$ cat config.mk
export PLATFORM = sky130hd
export DESIGN_NAME = ili9341_window_streamer
export DESIGN_NICKNAME = d
export VERILOG_FILES = /design/src/rtl/ili9341_window_streamer.sv
export SDC_FILE = /design/constraint.sdc
export NUM_CORES = 1
export LEC_CHECK = 0
export ABC_CLOCK_PERIOD_IN_PS = 5370
export BUFFER_PORTS_ARGS = -buffer_cell sky130_fd_sc_hd__buf_2
export CAP_MARGIN = 0
export CORE_UTILIZATION = 55
export DETAILED_ROUTE_END_ITERATION = 7
export PLACE_DENSITY = 0.75
export SLEW_MARGIN = 20
export SYNTH_ARGS = -nofsm -noshare
export SYNTH_HDL_FRONTEND = slang
export SYNTH_SLANG_ARGS = --single-unit
export TNS_END_PERCENT = 1
$ cat constraint.sdc
create_clock -name clk -period 5.37 [get_ports clk]
set_input_delay 0.537 -clock clk [delete_from_list [all_inputs] [get_ports clk]]
set_output_delay 0.537 -clock clk [all_outputs]
set_load 0.02 [all_outputs]
$ cat src/rtl/ili9341_window_streamer.sv
// ili9341_window_streamer
// Streams a rectangular window (x0..x1, y0..y1) of VRAM to an ILI9341 panel
// through the spi_controller valid/ready interface. A frame is the sequence
// CASET (0x2A + 4 argument bytes), PASET (0x2B + 4 argument bytes), RAMWR
// (0x2C), followed by the window's pixels in row-major order. In continuous
// mode every later frame re-issues only RAMWR, because the panel keeps the
// column/page window from the first frame.
//
// Ports
//   clk, rstb           clock, asynchronous active-low reset
//   ena                 advance enable; low freezes the sequencer (an offered word stays offered)
//   start               one-cycle request, honoured only while idle
//   win_x0..win_y1      inclusive window bounds (9 bits each)
//   continuous          repeat frames while high; sampled at each frame end
//   busy / done / err   status: active, end-of-frame pulse, rejected-start pulse
//   i_valid/i_ready     word handshake towards the SPI controller
//   i_data              {8'h00, byte} for commands/arguments, RGB565 for pixels
//   spi_mode            0 = WRITE_8 (command/argument byte), 1 = WRITE_16 (pixel)
//   data_commandb       0 while a command byte is offered, 1 otherwise
//   vram_rd_addr        y*DISPLAY_WIDTH + x
//   vram_rd_data        pixel read data, valid VRAM_LATENCY cycles after an address change
//   hsync / vsync       high while the last pixel of a window row / of the window is offered
module ili9341_window_streamer #(
    parameter int DISPLAY_WIDTH  = 240,
    parameter int DISPLAY_HEIGHT = 320,
    parameter int VRAM_L         = DISPLAY_WIDTH * DISPLAY_HEIGHT,
    parameter int VRAM_LATENCY   = 1
) (
    input  logic                      clk,
    input  logic                      rstb,
    input  logic                      ena,
    input  logic                      start,
    input  logic [8:0]                win_x0,
    input  logic [8:0]                win_x1,
    input  logic [8:0]                win_y0,
    input  logic [8:0]                win_y1,
    input  logic                      continuous,
    output logic                      busy,
    output logic                      done,
    output logic                      err,
    output logic                      i_valid,
    input  logic                      i_ready,
    output logic [15:0]               i_data,
    output logic                      spi_mode,
    output logic                      data_commandb,
    output logic [$clog2(VRAM_L)-1:0] vram_rd_addr,
    input  logic [15:0]               vram_rd_data,
    output logic                      hsync,
    output logic                      vsync
);

    localparam int AW = $clog2(VRAM_L);
    localparam int LW = (VRAM_LATENCY < 1) ? 1 : $clog2(VRAM_LATENCY + 1);
    localparam logic [LW-1:0] LAT   = LW'(VRAM_LATENCY);
    localparam logic [15:0]   W16   = 16'(DISPLAY_WIDTH);
    localparam logic [15:0]   H16   = 16'(DISPLAY_HEIGHT);
    localparam logic [AW-1:0] PITCH = AW'(DISPLAY_WIDTH);
    localparam logic WRITE_8  = 1'b0;
    localparam logic WRITE_16 = 1'b1;

    typedef enum logic [1:0] {
        ST_IDLE      = 2'd0,
        ST_SEQ       = 2'd1,
        ST_PIX_FETCH = 2'd2,
        ST_PIX_TX    = 2'd3
    } state_t;

    // Byte offered at each command-sequence index (coordinates zero-extended to 16 bits).
    function automatic logic [7:0] seq_byte(input logic [3:0] idx,
                                            input logic [8:0] cx0, input logic [8:0] cx1,
                                            input logic [8:0] cy0, input logic [8:0] cy1);
        logic [15:0] ex0, ex1, ey0, ey1;
        ex0 = {7'd0, cx0};
        ex1 = {7'd0, cx1};
        ey0 = {7'd0, cy0};
        ey1 = {7'd0, cy1};
        case (idx)
            4'd0:    seq_byte = 8'h2A;
            4'd1:    seq_byte = ex0[15:8];
            4'd2:    seq_byte = ex0[7:0];
            4'd3:    seq_byte = ex1[15:8];
            4'd4:    seq_byte = ex1[7:0];
            4'd5:    seq_byte = 8'h2B;
            4'd6:    seq_byte = ey0[15:8];
            4'd7:    seq_byte = ey0[7:0];
            4'd8:    seq_byte = ey1[15:8];
            4'd9:    seq_byte = ey1[7:0];
            4'd10:   seq_byte = 8'h2C;
            default: seq_byte = 8'h00;
        endcase
    endfunction

    // Row-major VRAM address of pixel (px, py).
    function automatic logic [AW-1:0] pix_addr(input logic [8:0] px, input logic [8:0] py);
        pix_addr = AW'(py) * PITCH + AW'(px);
    endfunction

    state_t          state_r, state_nxt_s;
    logic [3:0]      idx_r, idx_nxt_s;
    logic [LW-1:0]   wait_r, wait_nxt_s;
    logic [8:0]      x0_r, x1_r, y0_r, y1_r, x_r, y_r;
    logic [8:0]      x0_nxt_s, x1_nxt_s, y0_nxt_s, y1_nxt_s, x_nxt_s, y_nxt_s;
    logic [15:0]     pix_r, pix_nxt_s;
    logic            acked_r, acked_nxt_s;
    logic            busy_r, busy_nxt_s;
    logic            done_r, done_nxt_s;
    logic            err_r, err_nxt_s;
    logic            valid_r, valid_nxt_s;
    logic [15:0]     data_r, data_nxt_s;
    logic            mode_r, mode_nxt_s;
    logic            dc_r, dc_nxt_s;
    logic [AW-1:0]   addr_r, addr_nxt_s;
    logic            hsync_r, hsync_nxt_s;
    logic            vsync_r, vsync_nxt_s;

    logic            accept_s;
    logic            advance_s;
    logic            offer_s;
    logic            win_ok_s;

    assign accept_s  = valid_r & i_ready;
    // acked_r remembers a word taken while ena was low, so the step happens once ena returns
    assign advance_s = (accept_s | acked_r) & ena;
    assign offer_s   = ~valid_r & ~acked_r & ena;
    assign win_ok_s  = (win_x0 <= win_x1) && ({7'd0, win_x1} < W16) &&
                       (win_y0 <= win_y1) && ({7'd0, win_y1} < H16);

    assign busy          = busy_r;
    assign done          = done_r;
    assign err           = err_r;
    assign i_valid       = valid_r;
    assign i_data        = data_r;
    assign spi_mode      = mode_r;
    assign data_commandb = dc_r;
    assign vram_rd_addr  = addr_r;
    assign hsync         = hsync_r;
    assign vsync         = vsync_r;

    // Next-state and next-output computation for the sequencer.
    always_comb begin
        state_nxt_s = state_r;
        idx_nxt_s   = idx_r;
        wait_nxt_s  = wait_r;
        x0_nxt_s    = x0_r;
        x1_nxt_s    = x1_r;
        y0_nxt_s    = y0_r;
        y1_nxt_s    = y1_r;
        x_nxt_s     = x_r;
        y_nxt_s     = y_r;
        pix_nxt_s   = pix_r;
        acked_nxt_s = acked_r;
        busy_nxt_s  = busy_r;
        done_nxt_s  = 1'b0;
        err_nxt_s   = 1'b0;
        valid_nxt_s = valid_r;
        data_nxt_s  = data_r;
        mode_nxt_s  = mode_r;
        dc_nxt_s    = dc_r;
        addr_nxt_s  = addr_r;
        hsync_nxt_s = hsync_r;
        vsync_nxt_s = vsync_r;

        if (accept_s) begin
            valid_nxt_s = 1'b0;
            hsync_nxt_s = 1'b0;
            vsync_nxt_s = 1'b0;
            acked_nxt_s = ~ena;
        end else if (acked_r && ena) begin
            acked_nxt_s = 1'b0;
        end else begin
            acked_nxt_s = acked_r;
        end

        case (state_r)
            ST_IDLE: begin
                // busy lingers one cycle past the done pulse, so a start then is still ignored
                busy_nxt_s = 1'b0;
                if (start && ena && !busy_r) begin
                    if (win_ok_s) begin
                        x0_nxt_s    = win_x0;
                        x1_nxt_s    = win_x1;
                        y0_nxt_s    = win_y0;
                        y1_nxt_s    = win_y1;
                        busy_nxt_s  = 1'b1;
                        idx_nxt_s   = 4'd0;
                        state_nxt_s = ST_SEQ;
                    end else begin
                        err_nxt_s = 1'b1;
                    end
                end else begin
                    err_nxt_s = 1'b0;
                end
            end
            ST_SEQ: begin
                if (advance_s) begin
                    if (idx_r == 4'd10) begin
                        x_nxt_s     = x0_r;
                        y_nxt_s     = y0_r;
                        addr_nxt_s  = pix_addr(x0_r, y0_r);
                        wait_nxt_s  = '0;
                        state_nxt_s = ST_PIX_FETCH;
                    end else begin
                        idx_nxt_s = idx_r + 4'd1;
                    end
                end else if (offer_s) begin
                    valid_nxt_s = 1'b1;
                    data_nxt_s  = {8'h00, seq_byte(idx_r, x0_r, x1_r, y0_r, y1_r)};
                    mode_nxt_s  = WRITE_8;
                    dc_nxt_s    = ~((idx_r == 4'd0) || (idx_r == 4'd5) || (idx_r == 4'd10));
                end else begin
                    idx_nxt_s = idx_r;
                end
            end
            ST_PIX_FETCH: begin
                if (ena) begin
                    if (wait_r == LAT) begin
                        pix_nxt_s   = vram_rd_data;
                        state_nxt_s = ST_PIX_TX;
                    end else begin
                        wait_nxt_s = wait_r + {{(LW-1){1'b0}}, 1'b1};
                    end
                end else begin
                    wait_nxt_s = wait_r;
                end
            end
            ST_PIX_TX: begin
                if (advance_s) begin
                    if (x_r < x1_r) begin
                        x_nxt_s     = x_r + 9'd1;
                        addr_nxt_s  = pix_addr(x_r + 9'd1, y_r);
                        wait_nxt_s  = '0;
                        state_nxt_s = ST_PIX_FETCH;
                    end else if (y_r < y1_r) begin
                        x_nxt_s     = x0_r;
                        y_nxt_s     = y_r + 9'd1;
                        addr_nxt_s  = pix_addr(x0_r, y_r + 9'd1);
                        wait_nxt_s  = '0;
                        state_nxt_s = ST_PIX_FETCH;
                    end else begin
                        // End of frame: the panel window is already set, so a repeat needs only RAMWR
                        done_nxt_s = 1'b1;
                        if (continuous) begin
                            idx_nxt_s   = 4'd10;
                            state_nxt_s = ST_SEQ;
                        end else begin
                            state_nxt_s = ST_IDLE;
                        end
                    end
                end else if (offer_s) begin
                    valid_nxt_s = 1'b1;
                    data_nxt_s  = pix_r;
                    mode_nxt_s  = WRITE_16;
                    dc_nxt_s    = 1'b1;
                    hsync_nxt_s = (x_r == x1_r);
                    vsync_nxt_s = (x_r == x1_r) && (y_r == y1_r);
                end else begin
                    x_nxt_s = x_r;
                end
            end
            default: begin
                state_nxt_s = ST_IDLE;
            end
        endcase
    end

    // State and output registers with asynchronous reset.
    always_ff @(posedge clk or negedge rstb) begin
        if (!rstb) begin
            state_r <= ST_IDLE;
            idx_r   <= 4'd0;
            wait_r  <= '0;
            x0_r    <= 9'd0;
            x1_r    <= 9'd0;
            y0_r    <= 9'd0;
            y1_r    <= 9'd0;
            x_r     <= 9'd0;
            y_r     <= 9'd0;
            pix_r   <= 16'd0;
            acked_r <= 1'b0;
            busy_r  <= 1'b0;
            done_r  <= 1'b0;
            err_r   <= 1'b0;
            valid_r <= 1'b0;
            data_r  <= 16'd0;
            mode_r  <= WRITE_8;
            dc_r    <= 1'b1;
            addr_r  <= '0;
            hsync_r <= 1'b0;
            vsync_r <= 1'b0;
        end else begin
            state_r <= state_nxt_s;
            idx_r   <= idx_nxt_s;
            wait_r  <= wait_nxt_s;
            x0_r    <= x0_nxt_s;
            x1_r    <= x1_nxt_s;
            y0_r    <= y0_nxt_s;
            y1_r    <= y1_nxt_s;
            x_r     <= x_nxt_s;
            y_r     <= y_nxt_s;
            pix_r   <= pix_nxt_s;
            acked_r <= acked_nxt_s;
            busy_r  <= busy_nxt_s;
            done_r  <= done_nxt_s;
            err_r   <= err_nxt_s;
            valid_r <= valid_nxt_s;
            data_r  <= data_nxt_s;
            mode_r  <= mode_nxt_s;
            dc_r    <= dc_nxt_s;
            addr_r  <= addr_nxt_s;
            hsync_r <= hsync_nxt_s;
            vsync_r <= vsync_nxt_s;
        end
    end

endmodule

==> results.cfg <==
[run_status]
status = complete, no violations

[power]
power.density_nw_per_um2 = 300
p_seq_frac = 0.356
comb_power_share = 0.298
clockPowerShare = 0.345
p_sw_frac = 0.350
switching_power_mw = 1.19
max-vdd-ir-drop_mv = 0.363
power.total_mw = 3.42
p_leak_nw = 5.70
internal_power_mw = 2.22

[yosys]
yosysSeqAreaShare = 0.285
ys_types = 74
syn_area_um2 = 10100
ys_seq_elements = 115
yosysWarnings = 0
syn_nets = 1312
synth_ff_type = dfrtp_1
synthCells = 1102
synth_edf_count = 0
synthArstFlopShare = 1.00
syn_area_per_cell_um2 = 9.16

[clocking]
max-clock-path-buffers = 2
clock_sinks = 115
htreeDepth = 4
cts_setup_buffers = 0
insertion_delay_ps = 420
numCtsBuffers = 17
cts-root-buf = clkbuf_16
ctsResizeCount = 0
cts.reportedPaths.clkPinSlew_ps = 60
cts_tree = done
postCtsHoldBufs = 0

[worst_setup_path]
cp_data_required_time_ps = 5720
cp-start-kind = register
crit_type = reg -> reg
cp.arrival_ps = 5170
end_kind = register
crit_fanout = 11
rrSetupSlack_ps = 550

[cells_and_area]
drive_above_1_share = 0.141
synthToLayoutAreaGrowth_pct = 13.0
multi_input_area_um2 = 6600
final_util = 0.635
finalInstanceArea_um2 = 11400
final_cell_mix = inv_1, dfrtp_1, ha_1, buf_2, a21oi_1
seqCellArea_um2 = 2880
stdcell_count = 1430
final_common_cell = inv_1
final_nets = 1399
fillers = 1526
diodes = 0

[timing]
hold_viol = 0
setup_viol = 0
finalCritPeriodShare = 0.898
setup-tns-final_ps = 0
fmax_mhz = 207
fin_skew_ps = 10.4
setup_slack_ps = 550
holdWs_ps = 214
tightest_slew_ps = 1030
slew_headroom = 0.309
drv_slew = 0
rsz0062_at_grt = false
finalCriticalPeriod_ps = 4820

[placed_design]
port_buffers = 98
dp.cells = 1399
post_dp_cell_area_um2 = 10800
hpwlAfterDp_um = 20500
finalWeightedCongestion = 0.996
place_ws_ps = 605

[route]
drt_iter0_drc = 725
finalWirelength_um = 26700
dr_total_vias = 8559
drc = 0
dr.pass1.iters = 5
via_per_inst = 5.99
detail-route-antenna-nets = 0
post_drt_wl_per_cell_um = 18.7

[die]
rows = 49
pin_count = 99
core_area_um2 = 18000
initial_core_util = 0.562
die_y_um = 137
die_area_um2 = 18900
die_x_um = 137

[grt]
grt_pass1_vias = 7969
antenna_found_initial = 1
grt_max_degree = 66
grt_usage = 0.290
overflow = 0
grt_pass1_wl_um = 41600

[hold_path]
min_path_type = in -> async

[run]
cap_violations = 0
-- power by group through the flow --
stage | Combinational (mW) | Sequential, mW | Clock, mW
after floorplan | 0.630 | 1.30 | 0
after global placement | 0.981 | 1.22 | 0
after global routing | 1.14 | 1.24 | 1.22
after detailed placement | 1.01 | 1.22 | 0
after CTS | 1.02 | 1.21 | 1.19
final | 1.02 | 1.22 | 1.18
-- metal layers --
layer	vias to the layer above	part of all wire	track usage
met5	-	0.00034	0
met1	4157	0.46	0.409
li1	4072	-	-
met4	2	0.017	0.0855
met2	285	0.46	0.448
met3	43	0.065	0.0585
-- path summary, 6_finish.rpt --
| check | from | to | cells past startpoint |
|---|---|---|---|
| max | y_r[0]$_DFFE_PN0P_ | vram_rd_addr[12]$_DFFE_PN0P_ | 16 |
| min in group clk | vram_rd_data[14] | pix_r[14]$_DFFE_PN0P_ | 2 |
| max reg2reg | y_r[0]$_DFFE_PN0P_ | vram_rd_addr[12]$_DFFE_PN0P_ | 16 |
| max in group asynchronous | rstb | y1_r[3]$_DFFE_PN0P_ | 2 |
| min | rstb | i_data[11]$_DFFE_PN0P_ | 1 |
| min reg2reg | i_data[2]$_DFFE_PN0P_ | i_data[2]$_DFFE_PN0P_ | 2 |
-- worst max-delay path, cell delays in order, from the launching register on --
cell and delay [ps]:
dfrtp_1 610, inv_1 230, ha_1 500, xor2_1 330, ha_1 310, inv_1 70, fa_1 440, fa_1 510
inv_1 40, ha_1 340, nand3_1 90, a211oi_1 500, nand3_1 170, xnor2_1 170, xnor2_1 220, mux2i_1 100
o21ai_1 110
-- synthesized netlist by cell type (13+ instances only) --
cell | number | area [µm²]
a21o_1 | 13 | 97.6
mux2_2 | 16 | 180
inv_1 | 117 | 439
nand3_1 | 36 | 180
a21oi_1 | 72 | 360
o21ai_1 | 24 | 120
nand2_1 | 70 | 263
xnor2_1 | 47 | 412
o21ai_0 | 48 | 240
ha_1 | 113 | 1410
nand4_1 | 13 | 81.3
dfrtp_1 | 114 | 2850
mux2_1 | 20 | 225
nor2_1 | 61 | 229
xor2_1 | 26 | 228
fa_1 | 39 | 781
mux2i_1 | 27 | 270
clkbuf_1 | 35 | 131
nor3_1 | 18 | 90.1
-- registers in the layout, indices dropped and copies added (netlist names), 2 cells and up --
signal / cells
y1_r: 9
state_r: 2
y0_r: 9
x0_r: 9
vram_rd_addr: 13
y_r: 9
pix_r: 16
x_r: 9
x1_r: 9
idx_r: 4
i_data: 16
-- layout make-up --
class                      instances  share of cell area
clock inverter                    12              0.0137
tap                              229              0.0251
clock buffer                      19              0.0397
multi-input combinational        827               0.579
sequential                       115               0.252
timing repair buffer             111              0.0518
inverter                         117              0.0385
-- logic make-up after synthesis --
group	count (synthesis)	synth area share
adder cells (fa/ha/maj)	156	0.221
XOR/XNOR	73	0.0633
flip-flops	115	0.285
multiplexers	63	0.0669
AND/OR/NAND/NOR	269	0.132
buffers and inverters	160	0.0615
AO/OA/AOI/OAI	266	0.170
No activity file was read; power rests on OpenSTA's default activity.
